## src/rtl/we_rd_seq_pkg.sv

```systemverilog
// Shared NPU definitions for the weight-memory read sequencer:
// FSM encoding, default widths and the counter wrap-flag bundle.
package we_rd_seq_pkg;

  localparam int DEF_ADDR_WIDTH = 14;
  localparam int DEF_CNT_WIDTH  = 10;

  localparam logic [1:0] ST_IDLE  = 2'd0;
  localparam logic [1:0] ST_ISSUE = 2'd1;
  localparam logic [1:0] ST_DRAIN = 2'd2;
  localparam logic [1:0] ST_DONE  = 2'd3;

  typedef struct packed {
    logic w_last;
    logic r_last;
    logic k_last;
  } cnt_flags_t;

endpackage

```

## src/rtl/we_rd_cnt.sv

```systemverilog
// Nested word/pass/kernel counter that produces the weight read address,
// replaying each kernel from its start address until its passes are used up.
module we_rd_cnt
  import we_rd_seq_pkg::*;
#(
  parameter int ADDR_WIDTH = DEF_ADDR_WIDTH,
  parameter int CNT_WIDTH  = DEF_CNT_WIDTH
) (
  input  logic                  clk,
  input  logic                  rst,
  input  logic                  load,
  input  logic                  advance,
  input  logic [ADDR_WIDTH-1:0] base_addr,
  input  logic [CNT_WIDTH-1:0]  words_per_kernel,
  input  logic [CNT_WIDTH-1:0]  kernel_cnt,
  input  logic [CNT_WIDTH-1:0]  reuse_cnt,
  output logic [ADDR_WIDTH-1:0] addr,
  output cnt_flags_t            flags
);

  localparam logic [CNT_WIDTH-1:0]  CNT_ONE  = {{(CNT_WIDTH-1){1'b0}}, 1'b1};
  localparam logic [ADDR_WIDTH-1:0] ADDR_ONE = {{(ADDR_WIDTH-1){1'b0}}, 1'b1};

  logic [ADDR_WIDTH-1:0] addr_q, addr_d, kstart_q, kstart_d;
  logic [CNT_WIDTH-1:0]  w_q, w_d, r_q, r_d, k_q, k_d;
  logic [CNT_WIDTH-1:0]  w_max_q, w_max_d, r_max_q, r_max_d, k_max_q, k_max_d;

  assign flags.w_last = (w_q == w_max_q);
  assign flags.r_last = (r_q == r_max_q);
  assign flags.k_last = (k_q == k_max_q);
  assign addr         = addr_q;

  // Limits are stored as count-1 so the wrap flags are plain equality compares.
  always_comb begin
    addr_d   = addr_q;
    kstart_d = kstart_q;
    w_d      = w_q;
    r_d      = r_q;
    k_d      = k_q;
    w_max_d  = w_max_q;
    r_max_d  = r_max_q;
    k_max_d  = k_max_q;
    if (load) begin
      addr_d   = base_addr;
      kstart_d = base_addr;
      w_d      = '0;
      r_d      = '0;
      k_d      = '0;
      w_max_d  = words_per_kernel - CNT_ONE;
      r_max_d  = reuse_cnt - CNT_ONE;
      k_max_d  = kernel_cnt - CNT_ONE;
    end else if (advance) begin
      if (!flags.w_last) begin
        w_d    = w_q + CNT_ONE;
        addr_d = addr_q + ADDR_ONE;
      end else if (!flags.r_last) begin
        w_d    = '0;
        r_d    = r_q + CNT_ONE;
        addr_d = kstart_q;
      end else if (!flags.k_last) begin
        w_d      = '0;
        r_d      = '0;
        k_d      = k_q + CNT_ONE;
        addr_d   = addr_q + ADDR_ONE;
        kstart_d = addr_q + ADDR_ONE;
      end
    end
  end

  always_ff @(posedge clk) begin
    if (rst) begin
      addr_q   <= '0;
      kstart_q <= '0;
      w_q      <= '0;
      r_q      <= '0;
      k_q      <= '0;
      w_max_q  <= '0;
      r_max_q  <= '0;
      k_max_q  <= '0;
    end else begin
      addr_q   <= addr_d;
      kstart_q <= kstart_d;
      w_q      <= w_d;
      r_q      <= r_d;
      k_q      <= k_d;
      w_max_q  <= w_max_d;
      r_max_q  <= r_max_d;
      k_max_q  <= k_max_d;
    end
  end

endmodule

```

## src/rtl/we_rd_seq.sv

```systemverilog
// Weight-memory read sequencer: FSM plus a 1-cycle valid/marker pipeline
// aligned to the BRAM read latency, driving one weight bank read port.
module we_rd_seq
  import we_rd_seq_pkg::*;
#(
  parameter int ADDR_WIDTH = DEF_ADDR_WIDTH,
  parameter int CNT_WIDTH  = DEF_CNT_WIDTH
) (
  input  logic                  clk,
  input  logic                  rst,
  input  logic                  start,
  input  logic [ADDR_WIDTH-1:0] base_addr,
  input  logic [CNT_WIDTH-1:0]  words_per_kernel,
  input  logic [CNT_WIDTH-1:0]  kernel_cnt,
  input  logic [CNT_WIDTH-1:0]  reuse_cnt,
  input  logic                  stall,
  output logic                  rd_en,
  output logic [ADDR_WIDTH-1:0] rd_addr,
  output logic                  rd_valid,
  output logic                  rd_pass_last,
  output logic                  rd_kernel_last,
  output logic                  busy,
  output logic                  done
);

  logic [1:0]            state_q, state_d;
  logic [ADDR_WIDTH-1:0] last_addr_q, last_addr_d;
  logic                  rd_valid_q, rd_valid_d;
  logic                  pass_last_q, pass_last_d;
  logic                  kernel_last_q, kernel_last_d;
  logic                  accept, cfg_zero, load, issue, all_last;
  logic [ADDR_WIDTH-1:0] cnt_addr;
  cnt_flags_t            flags;

  assign accept   = (state_q == ST_IDLE) && start;
  assign cfg_zero = (words_per_kernel == '0) || (kernel_cnt == '0) || (reuse_cnt == '0);
  assign load     = accept && !cfg_zero;
  assign issue    = (state_q == ST_ISSUE) && !stall;
  assign all_last = flags.w_last && flags.r_last && flags.k_last;

  we_rd_cnt #(
    .ADDR_WIDTH(ADDR_WIDTH),
    .CNT_WIDTH (CNT_WIDTH)
  ) u_cnt (
    .clk             (clk),
    .rst             (rst),
    .load            (load),
    .advance         (issue),
    .base_addr       (base_addr),
    .words_per_kernel(words_per_kernel),
    .kernel_cnt      (kernel_cnt),
    .reuse_cnt       (reuse_cnt),
    .addr            (cnt_addr),
    .flags           (flags)
  );

  always_comb begin
    state_d = state_q;
    case (state_q)
      ST_IDLE:  if (accept) state_d = cfg_zero ? ST_DONE : ST_ISSUE;
      ST_ISSUE: if (issue && all_last) state_d = ST_DRAIN;
      ST_DRAIN: state_d = ST_DONE;
      ST_DONE:  state_d = ST_IDLE;
      default:  state_d = ST_IDLE;
    endcase
  end

  // The read port address only moves on an issued read; between reads it holds.
  always_comb begin
    last_addr_d   = issue ? cnt_addr : last_addr_q;
    rd_valid_d    = issue;
    pass_last_d   = issue && flags.w_last;
    kernel_last_d = issue && flags.w_last && flags.r_last;
  end

  always_ff @(posedge clk) begin
    if (rst) begin
      state_q       <= ST_IDLE;
      last_addr_q   <= '0;
      rd_valid_q    <= 1'b0;
      pass_last_q   <= 1'b0;
      kernel_last_q <= 1'b0;
    end else begin
      state_q       <= state_d;
      last_addr_q   <= last_addr_d;
      rd_valid_q    <= rd_valid_d;
      pass_last_q   <= pass_last_d;
      kernel_last_q <= kernel_last_d;
    end
  end

  assign rd_en          = issue;
  assign rd_addr        = issue ? cnt_addr : last_addr_q;
  assign rd_valid       = rd_valid_q;
  assign rd_pass_last   = pass_last_q;
  assign rd_kernel_last = kernel_last_q;
  assign busy           = (state_q != ST_IDLE);
  assign done           = (state_q == ST_DONE);

endmodule
```

## config.mk

```make
export PLATFORM = sky130hd
export DESIGN_NAME = we_rd_seq
export DESIGN_NICKNAME = d
export VERILOG_FILES = /design/src/rtl/we_rd_seq_pkg.sv /design/src/rtl/we_rd_cnt.sv /design/src/rtl/we_rd_seq.sv
export SDC_FILE = /design/constraint.sdc
export NUM_CORES = 1
export LEC_CHECK = 0
export BUFFER_PORTS_ARGS = -buffer_cell sky130_fd_sc_hd__clkbuf_2
export CAP_MARGIN = 10
export CORE_MARGIN = 4
export CORE_UTILIZATION = 50
export CTS_CLUSTER_DIAMETER = 40
export DETAILED_ROUTE_END_ITERATION = 10
export PLACE_DENSITY = 0.69
export REMOVE_ABC_BUFFERS = 1
export SYNTH_ARGS = -nofsm -noshare
export SYNTH_HDL_FRONTEND = slang
export SYNTH_SLANG_ARGS = --single-unit
```

## constraint.sdc

```tcl
create_clock -name clk -period 2.9 [get_ports clk]
set_input_delay 0.58 -clock clk [delete_from_list [all_inputs] [get_ports clk]]
set_output_delay 0.58 -clock clk [all_outputs]
set_load 0.1 [all_outputs]
```

==> metrics.txt, run 1 <==
outcome finished, final reports clean; final setup TNS 0 ps; crit path kind reg -> reg; crit path capture u_cnt.addr[11]; cell internal pwr between 3 and 4 mW; Worst-path clk slew 70 ps; ranking of synthesized cells by area dfxtp_1, xor2_1, nand2_1; CTS tree yes; fraction of layout cells with a size suffix above 1 14.4%; fin crit share between 80% and 90%; P per Cell Area 791 mW/mm^2; Port-buffer cells between 60 and 70; Critical Path Start Type flop; detailed placement HPWL 9860 um; Flop pwr share around 37%; Vert. Die Dim between 100 and 150 um; VDD IR max 0.783 mV; FFs w/ async S/R, synth 0%; Leak around 2.6 nW; syn_area_per_cell between 8 and 9 sq um; Main synth FF type dfxtp_1; Reg2Reg Depth 6; RR Endpoint u_cnt.addr[11]; clk buf depth 2; post-synth cell types 46; Post-Synth Simple-Gate Area about 25%; Final Hold Viols 0; largest family of logic cells by synthesized area simple AND/OR/NAND/NOR gates; antenna diode count 0; Root Driver clkbuf_16; multiplexer area fraction after synthesis less than 1%; Slew Viols, Final 0; total number of vias around 5300; CP Launch Point u_cnt.k_q[5]; cell taking the most area after synthesis dfxtp_1; Skew-Pair Late Insertion Delay approximately 350 ps; critical path data arrival time roughly 2800 ps; Reg2Reg Setup Slack ~380 ps; Final Util around three fifths; # resized after CTS 0; CP max stage delay 650 ps; design area about 0.0068 sq mm; Clock Sinks between 100 and 150; clk_skew 6.84 ps; Die Area ~0.013 sq mm; Sw Pwr ~2.2 mW; Finished Layout Cells ~900; Comb pwr share approximately two fifths; Worst path depth 6; antenna viol nets, final 0; Post-synth EDFFs 0; largest delay contributor family on the critical path compound AO/OA/AOI/OAI gates; Synth Area in Compound Gates between 10% and 20%; Slew @ Worst Pin 863 ps; synth warn 0; MaxCap Viol Count 0; total I/O pin count 68; top cells by count, synth dfxtp_1, nand2_1, nor2_1; final WL between 10000 and 15000 um; Post-Synth XOR/XNOR Area 10.4%; Post-CTS Hold Buffers 0; FMAX 396 MHz; synthesized area 0.00574 sq mm; Hold/Removal Path Class in -> reg; post-synthesis sequential area ratio between 30% and 40%; initial core utilization between 50 and 60%; H-tree levels 3; drt pass-1 iters 4; CP max FO 32; RSZ-0062 raised after global routing false; wire length per cell about 16 um; worst r2r src u_cnt.k_q[5]; grt total ovfl 0; DP Cell Count 874; Final setup viols 0; Bufs and invs on worst path 0; DRC 0; Post-Synth Adder-Cell Area 3.05%; CTS Buf Count 9; worst path cell trace xor2_1 > nor4_1 > and3_1 > a31o_2 > nand2_1 > a311oi_1; fin nets about 810; Tot GR Track Use ~22%; vias per inst around 5.9; Slowest-stage cell, CP a31o_2; P&R area growth vs syn 17.7%; setup bufs post-CTS 0; Sw Share 40.3%; Die X between 100 and 150 um; Critical Path Sink Type flop; core area roughly 0.011 sq mm; Synth top area share 37.3%; # rows 38; DRT iter0 DRCs approximately 300; Syn Inst Count around 700; post-route minimum period 2520 ps; wire length of the first global-routing pass approximately 24000 um; post-synthesis register bit count about 110; clock group share of total power 23.3%; vias in the first global route ~5200; WP data required roughly 3200 ps; Relative slew margins 42.4%; initial antenna violation count 0; area post-placement about 0.0065 sq mm; largest net degree at the start of global routing 62; Placer Congestion between 0.8 and 0.9; cell with the most instances after synthesis dfxtp_1
## placed cells by master, fill, tap and decap left out, types with 12 or more instances in the layout
cell      synthesis  routed
a311oi_1         15      15
nor4_1           21      21
inv_1            18      18
buf_4             1      19
and4_1           16      16
or3_1            15      15
nor2_1           72      72
xnor2_1          23      23
xor2_1           45      45
clkbuf_2          1      52
buf_12            0      17
nand3_1          21      21
a311o_1          12      12
a211oi_1         31      31
ha_1             14      14
dfxtp_1         107     107
nand2_1          78      78
o21ai_0          20      20
nand4_1          13      13
a21oi_1          36      36
## state kept, by name (all words and copies together) (netlist names)
signal	count
u_cnt.k_max_q	10
u_cnt.kstart_q	14
rd_pass_last	1
rd_valid	1
u_cnt.k_q	10
u_cnt.r_max_q	10
u_cnt.w_q	10
state_q	2
u_cnt.w_max_q	10
u_cnt.addr	14
rd_kernel_last	1
u_cnt.r_q	10
last_addr_q	14
## final cells by class
class	instances	area (sq um)
flip-flops and latches	107	2140
fillers	992	4270
well taps	140	175
inverters	18	67.6
clock inverters	2	35.0
clock buffers	13	260
repair buffers	88	743
multi-input cells	521	3340
## through the flow
step	setup WS (ps)	hold WS (ps)	total power, mW
after floorplan	-2510	438	3.40
after global placement	153	450	4.04
after detailed placement	20.2	457	4.12
after CTS	382	438	5.35
after global routing	199	459	5.66
final	376	438	5.35
## power groups by stage
| stage | combinational, mW | sequential [mW] | clock, mW |
|---|---|---|---|
| CTS | 2.13 | 1.96 | 1.26 |
| finish | 2.14 | 1.96 | 1.24 |
| detailed placement | 2.12 | 1.99 | 0 |
| global route | 2.34 | 2.00 | 1.31 |
| floorplan | 1.44 | 1.95 | 0 |
| global placement | 2.06 | 1.98 | 0 |
## layer usage
layer  up-vias  GRT usage [%]  part of all wire [%]
met1      2441           28.3                    45
met3        22           3.63                   4.7
li1       2650              -                     -
met5         -              0                     0
met4         0           9.08                   1.9
met2       144           37.3                    48
## worst min path at each step
stage	from	cells after the start	end	slack (ps)
2_1_floorplan	last_addr_q[0]	2	last_addr_q[0]	440
3_3_place_gp	last_addr_q[2]	2	last_addr_q[2]	450
3_5_place_dp	last_addr_q[10]	2	last_addr_q[10]	460
4_1_cts	kernel_cnt[0]	2	u_cnt.k_max_q[0]	440
5_1_grt	reuse_cnt[0]	2	u_cnt.r_max_q[0]	460
6_report	kernel_cnt[0]	2	u_cnt.k_max_q[0]	440
## cell families after synthesis
kind of cell,Yosys count
flip-flops,107
multiplexers,2
AO/OA/AOI/OAI,156
XOR/XNOR,68
AND/OR/NAND/NOR,281
buffers and inverters,67
adder cells (fa/ha/maj),14
Power figures use the tool's default switching activity.
==> run 2, diff against run 1 <==
CORE_UTILIZATION = 40   (was 50)
PLACE_DENSITY = 0.57   (was 0.69)
SETUP_SLACK_MARGIN = 0.02   (was default)
==> metrics.txt, run 2 (synthesis results as in run 1) <==
HP Start kernel_cnt[0] (unchanged); initial core utilization 41.1% (was 52.1%); Slew @ Worst Pin 998 ps (was 863 ps); Die Area 0.0163 sq mm (was 0.0133 sq mm); Hold Path Sink u_cnt.k_max_q[0] (unchanged); Placer Congestion 0.778 (was 0.841); VDD IR max 0.715 mV (was 0.783 mV); antenna diode count 0 (unchanged); Die X 128 um (was 115 um); wire length per cell 15.9 um (was 16.0 um); initial antenna violation count 0 (unchanged); Comb pwr share 41.1% (was 40.1%); Multi-input gate area 0.00334 sq mm (unchanged); Critical Path Start Type flop (unchanged); Critical Path Sink Type output pin (was flop); fillcell total 1393 (was 992); Leak 2.65 nW (was 2.64 nW); # rows 43 (was 38); P per Cell Area 781 mW/mm^2 (was 791 mW/mm^2); Tot GR Track Use 18.8% (was 22.2%); detailed placement HPWL 10300 um (was 9860 um); outcome finished, final reports clean (unchanged); vias per inst 5.75 (was 5.91); Hold/Removal Path Class in -> reg (unchanged); vias in the first global route 5246 (was 5157); Reg2Reg Depth 7 (was 6); total I/O pin count 68 (unchanged); Flop pwr share 36.7% (about the same); worst r2r src u_cnt.r_q[0] (was u_cnt.k_q[5]); Port-buffer cells 67 (unchanged); Final Util 48.9% (was 61.3%); drt pass-1 iters 5 (was 4); fraction of layout cells with a size suffix above 1 14.8% (was 14.4%); Final Hold Viols 0 (unchanged); DRT iter0 DRCs 441 (was 302); total number of vias 5356 (was 5257); Vert. Die Dim 128 um (was 115 um); clock group share of total power 22.2% (was 23.3%); commonest non-fill, non-tap cell in the layout dfxtp_1 (unchanged); # resized after CTS 0 (unchanged); grt total ovfl 0 (unchanged); cell internal pwr 3.16 mW (was 3.19 mW); critical path data arrival time 1950 ps (was 2780 ps); Skew-Pair Late Insertion Delay 360 ps (was 350 ps); worst hold stages 2 (unchanged); largest net degree at the start of global routing 41 (was 62); antenna viol nets, final 0 (unchanged); Sw Share 40.9% (was 40.3%); Relative slew margins 33.4% (was 42.4%); fin nets 809 (was 807); Root Driver clkbuf_16 (unchanged); RR Endpoint u_cnt.w_q[9] (was u_cnt.addr[11]); RSZ-0062 raised after global routing false (unchanged); core area 0.0140 sq mm (was 0.0110 sq mm); DP Cell Count 916 (was 874); CTS tree yes (unchanged); DRC 0 (unchanged); CP max FO 19 (was 32); H-tree levels 3 (unchanged); MaxCap Viol Count 0 (unchanged); Post-CTS Hold Buffers 0 (unchanged); Final setup viols 0 (unchanged); P&R area growth vs syn 19.0% (was 17.7%); crit path kind reg -> out (was reg -> reg); post-route minimum period 2530 ps (was 2520 ps); final WL 14800 um (was 14200 um); Worst-path clk slew 70 ps (about the same); Reg2Reg Setup Slack 430 ps (was 380 ps); FMAX 396 MHz (about the same); setup bufs post-CTS 0 (unchanged); wire length of the first global-routing pass 25100 um (was 24000 um); most frequent cells in the layout dfxtp_1, nand2_1, nor2_1 (unchanged); CTS Buf Count 9 (unchanged); WP data required 2320 ps (was 3150 ps); clk_skew 8.06 ps (was 6.84 ps); Slew Viols, Final 0 (unchanged); Finished Layout Cells 931 (was 889); Sw Pwr 2.18 mW (was 2.16 mW); clk buf depth 2 (unchanged); fin crit share 87.1% (was 87.0%); Clock Sinks 107 (unchanged); Seq. cell area 0.00214 sq mm (unchanged)
## run 2: cell types whose count changed in the layout (fill, tap and decap cells not counted), sizes merged
cell,before,now
buf,36,38
clkinv,1,2
bufinv,1,0
## run 2: power groups by stage
stage | clock (mW) | sequential, mW | combinational, mW
after floorplan | 0 | 1.95 | 1.44
after global placement | 0 | 1.98 | 2.13
after detailed placement | 0 | 1.99 | 2.19
after CTS | 1.21 | 1.96 | 2.19
after global routing | 1.27 | 2.00 | 2.39
final | 1.19 | 1.96 | 2.19
## run 2: final cells by class
class | count | share of cell area, %
multi-input combinational | 521 | 48.8
tap | 180 | 3.30
clock buffer | 13 | 3.95
sequential | 107 | 31.3
inverter | 18 | 0.989
timing repair buffer | 90 | 11.5
clock inverter | 2 | 0.146
## run 2: layer usage
metal | up-vias | wire length, um | global-route usage [%]
li1 | 2656 | - | -
met1 | 2530 | 6990 | 24.7
met2 | 147 | 6780 | 30.5
met3 | 23 | 710 | 2.96
met4 | 0 | 286 | 8.11
met5 | - | 0 | 0
## run 2: worst max-delay path by stage
stage / depth (start not counted) / end / startpoint / slack (ps)
detailed placement: 9 / u_cnt.addr[0] / kernel_cnt[0] / 90
floorplan: 7 / u_cnt.kstart_q[10] / kernel_cnt[0] / -2510
CTS: 8 / rd_addr[0] / state_q[1] / 360
global route: 8 / rd_addr[0] / state_q[1] / 200
global placement: 9 / u_cnt.addr[0] / kernel_cnt[0] / 200
finish: 8 / rd_addr[0] / state_q[1] / 370
## run 2: critical path, stage by stage (launching register included)
cell and delay, ps:
dfxtp_1 330, inv_1 130, ha_1 190, nand2b_1 100, inv_1 80, buf_4 270, nand2_1 130, nand2_1 160
buf_12 190
## run 2: through the flow
step	area [sq um]	total power [mW]	hold WS, ps	setup TNS (ps)	worst slack, ps
3_5_place_dp	6550	4.18	456	0	86.2
3_3_place_gp	6550	4.11	450	0	197
6_report	6830	5.34	444	0	374
5_1_grt	6830	5.65	448	0	203
4_1_cts	6830	5.37	432	0	356
2_1_floorplan	5540	3.40	438	-160330	-2510
==> run 3, diff against run 2 <==
clock period = 2.5 ns   (was 2.9 ns; I/O delays follow)
==> metrics.txt, run 3 (synthesis results as in run 1) <==
Critical Path Start Type flop (unchanged); Port-buffer cells 67 (unchanged); initial core utilization 41.1% (unchanged); CP max FO 6 (was 19); clk buf depth 2 (unchanged); core area 0.0140 sq mm (unchanged); total number of vias 5387 (was 5356); Reg2Reg Setup Slack 100 ps (was 430 ps); Placer Congestion 0.817 (was 0.778); largest net degree at the start of global routing 36 (was 41); Critical Path Sink Type flop (was output pin); Tot GR Track Use 18.5% (was 18.8%); MaxCap Viol Count 0 (unchanged); crit path kind reg -> reg (was reg -> out); Leak 2.76 nW (was 2.65 nW); Most Crowded Layer GR met2 (unchanged); HP Start words_per_kernel[0] (was kernel_cnt[0]); P&R area growth vs syn 22.5% (was 19.0%); worst r2r src u_cnt.w_q[2] (was u_cnt.r_q[0]); worst hold stages 2 (unchanged); Hold Path Sink u_cnt.w_max_q[0] (was u_cnt.k_max_q[0]); Relative slew margins 64.1% (was 33.4%); Root Driver clkbuf_16 (unchanged); most frequent cells in the layout dfxtp_1, nand2_1, nor2_1 (unchanged); Reg2Reg Depth 8 (was 7); antenna diode count 0 (unchanged); wire length of the first global-routing pass 24800 um (was 25100 um); met1 GRT Util 23.3% (was 24.7%); commonest non-fill, non-tap cell in the layout dfxtp_1 (unchanged); detailed placement HPWL 10500 um (was 10300 um); GR Layer Usage met2 31.4% (was 30.5%); hold slack 382 ps (was 444 ps); WP data required 2790 ps (was 2320 ps); Hold/Removal Path Class in -> reg (unchanged); Vert. Die Dim 128 um (unchanged); vias per inst 5.65 (was 5.75); fillcell total 1340 (was 1393); RR Endpoint u_cnt.k_q[6] (was u_cnt.w_q[9]); DRT iter0 DRCs 466 (was 441); Slew Viols, Final 0 (unchanged); H-tree levels 3 (unchanged); post-route minimum period about 2400 ps; antenna viol nets, final 0 (unchanged); Final setup viols 0 (unchanged); FMAX around 420 MHz; Design Power 6.31 mW (was 5.34 mW); CTS tree yes (unchanged); # rows 43 (unchanged); CTS Buf Count 9 (unchanged); fin nets 830 (was 809); clk_skew 5.98 ps (was 8.06 ps); Slew @ Worst Pin 541 ps (was 998 ps); VDD IR max 0.804 mV (was 0.715 mV); fin crit share 95.8%; vias in the first global route 5228 (was 5246); Die Area 0.0163 sq mm (unchanged); RSZ-0062 raised after global routing true (was false); Skew-Pair Late Insertion Delay 350 ps (was 360 ps); total I/O pin count 68 (unchanged); Final Hold Viols 0 (unchanged); DRC 0 (unchanged); Worst-path clk slew 70 ps (about the same); Die X 128 um (unchanged); wire length per cell 15.5 um (was 15.9 um); global routing usage on met3 4.13% (was 2.96%); fraction of layout cells with a size suffix above 1 17.9% (was 14.8%); drt pass-1 iters 5 (unchanged); critical path data arrival time 2690 ps (was 1950 ps); grt total ovfl 0 (unchanged); final WL 14800 um (about the same); Final Util 50.3% (was 48.9%); initial antenna violation count 0 (unchanged); outcome finished, final reports clean (unchanged); Clock Sinks 107 (unchanged); P per Cell Area 897 mW/mm^2 (was 781 mW/mm^2)
run 3: layout make-up:
| type | count | area [sq um] | area share (%) |
|---|---|---|---|
| clock buffers | 14 | 264 | 3.75 |
| well taps | 180 | 225 | 3.20 |
| clock inverters | 2 | 10.0 | 0.142 |
| repair buffers | 111 | 972 | 13.8 |
| inverters | 18 | 67.6 | 0.960 |
| flip-flops and latches | 107 | 2140 | 30.5 |
| multi-input cells | 521 | 3350 | 47.7 |
run 3: worst max-delay path by stage:
stage / depth (start not counted) / endpoint / from / slack [ps]
6_report: 8 / u_cnt.k_q[6] / u_cnt.w_q[2] / 100
3_5_place_dp: 11 / u_cnt.addr[0] / kernel_cnt[0] / -160
2_1_floorplan: 7 / u_cnt.kstart_q[10] / kernel_cnt[0] / -2830
4_1_cts: 8 / rd_addr[0] / state_q[1] / 50
5_1_grt: 7 / u_cnt.kstart_q[3] / u_cnt.w_q[5] / -9
3_3_place_gp: 11 / u_cnt.addr[0] / kernel_cnt[0] / -120
run 3: layer usage:
layer	vias up	share of wire, %	wire length (um)
met1	2523	46	6810
met3	25	4.7	691
met5	-	0	0
met4	0	2.1	308
met2	142	47	7000
li1	2697	-	-
run 3: stage by stage:
stage          cell area, sq um  worst slack [ps]  cells  TNS [ps]
4_1_cts                    6990              50.2    952         0
5_1_grt                    7040             -8.96    953     -18.0
6_report                   7040               104    953         0
3_3_place_gp               6720              -121    936     -1570
2_1_floorplan              5540             -2830    646   -190180
3_5_place_dp               6720              -164    936     -3200
run 3: power breakdown:
| part | total (mW) | internal [mW] | switching, mW |
|---|---|---|---|
| sequential | 2.27 | 2.02 | 0.252 |
| clock | 1.34 | 0.729 | 0.612 |
| combinational | 2.70 | 1.03 | 1.68 |
| total | 6.31 | 3.77 | 2.54 |
run 3: critical path: stages, from the launching register on:
cell and delay [ps]:
dfxtp_2 350, xor2_1 170, nor4_2 260, buf_4 150, nand4_1 190, buf_6 200
or4b_4 530, or3_4 340, a21oi_2 130
run 3: timing repair:
action,in CTS,in global routing
gates resized for setup,0,12
setup buffers,0,1
setup endpoints to repair,0,49
hold buffers,0,0
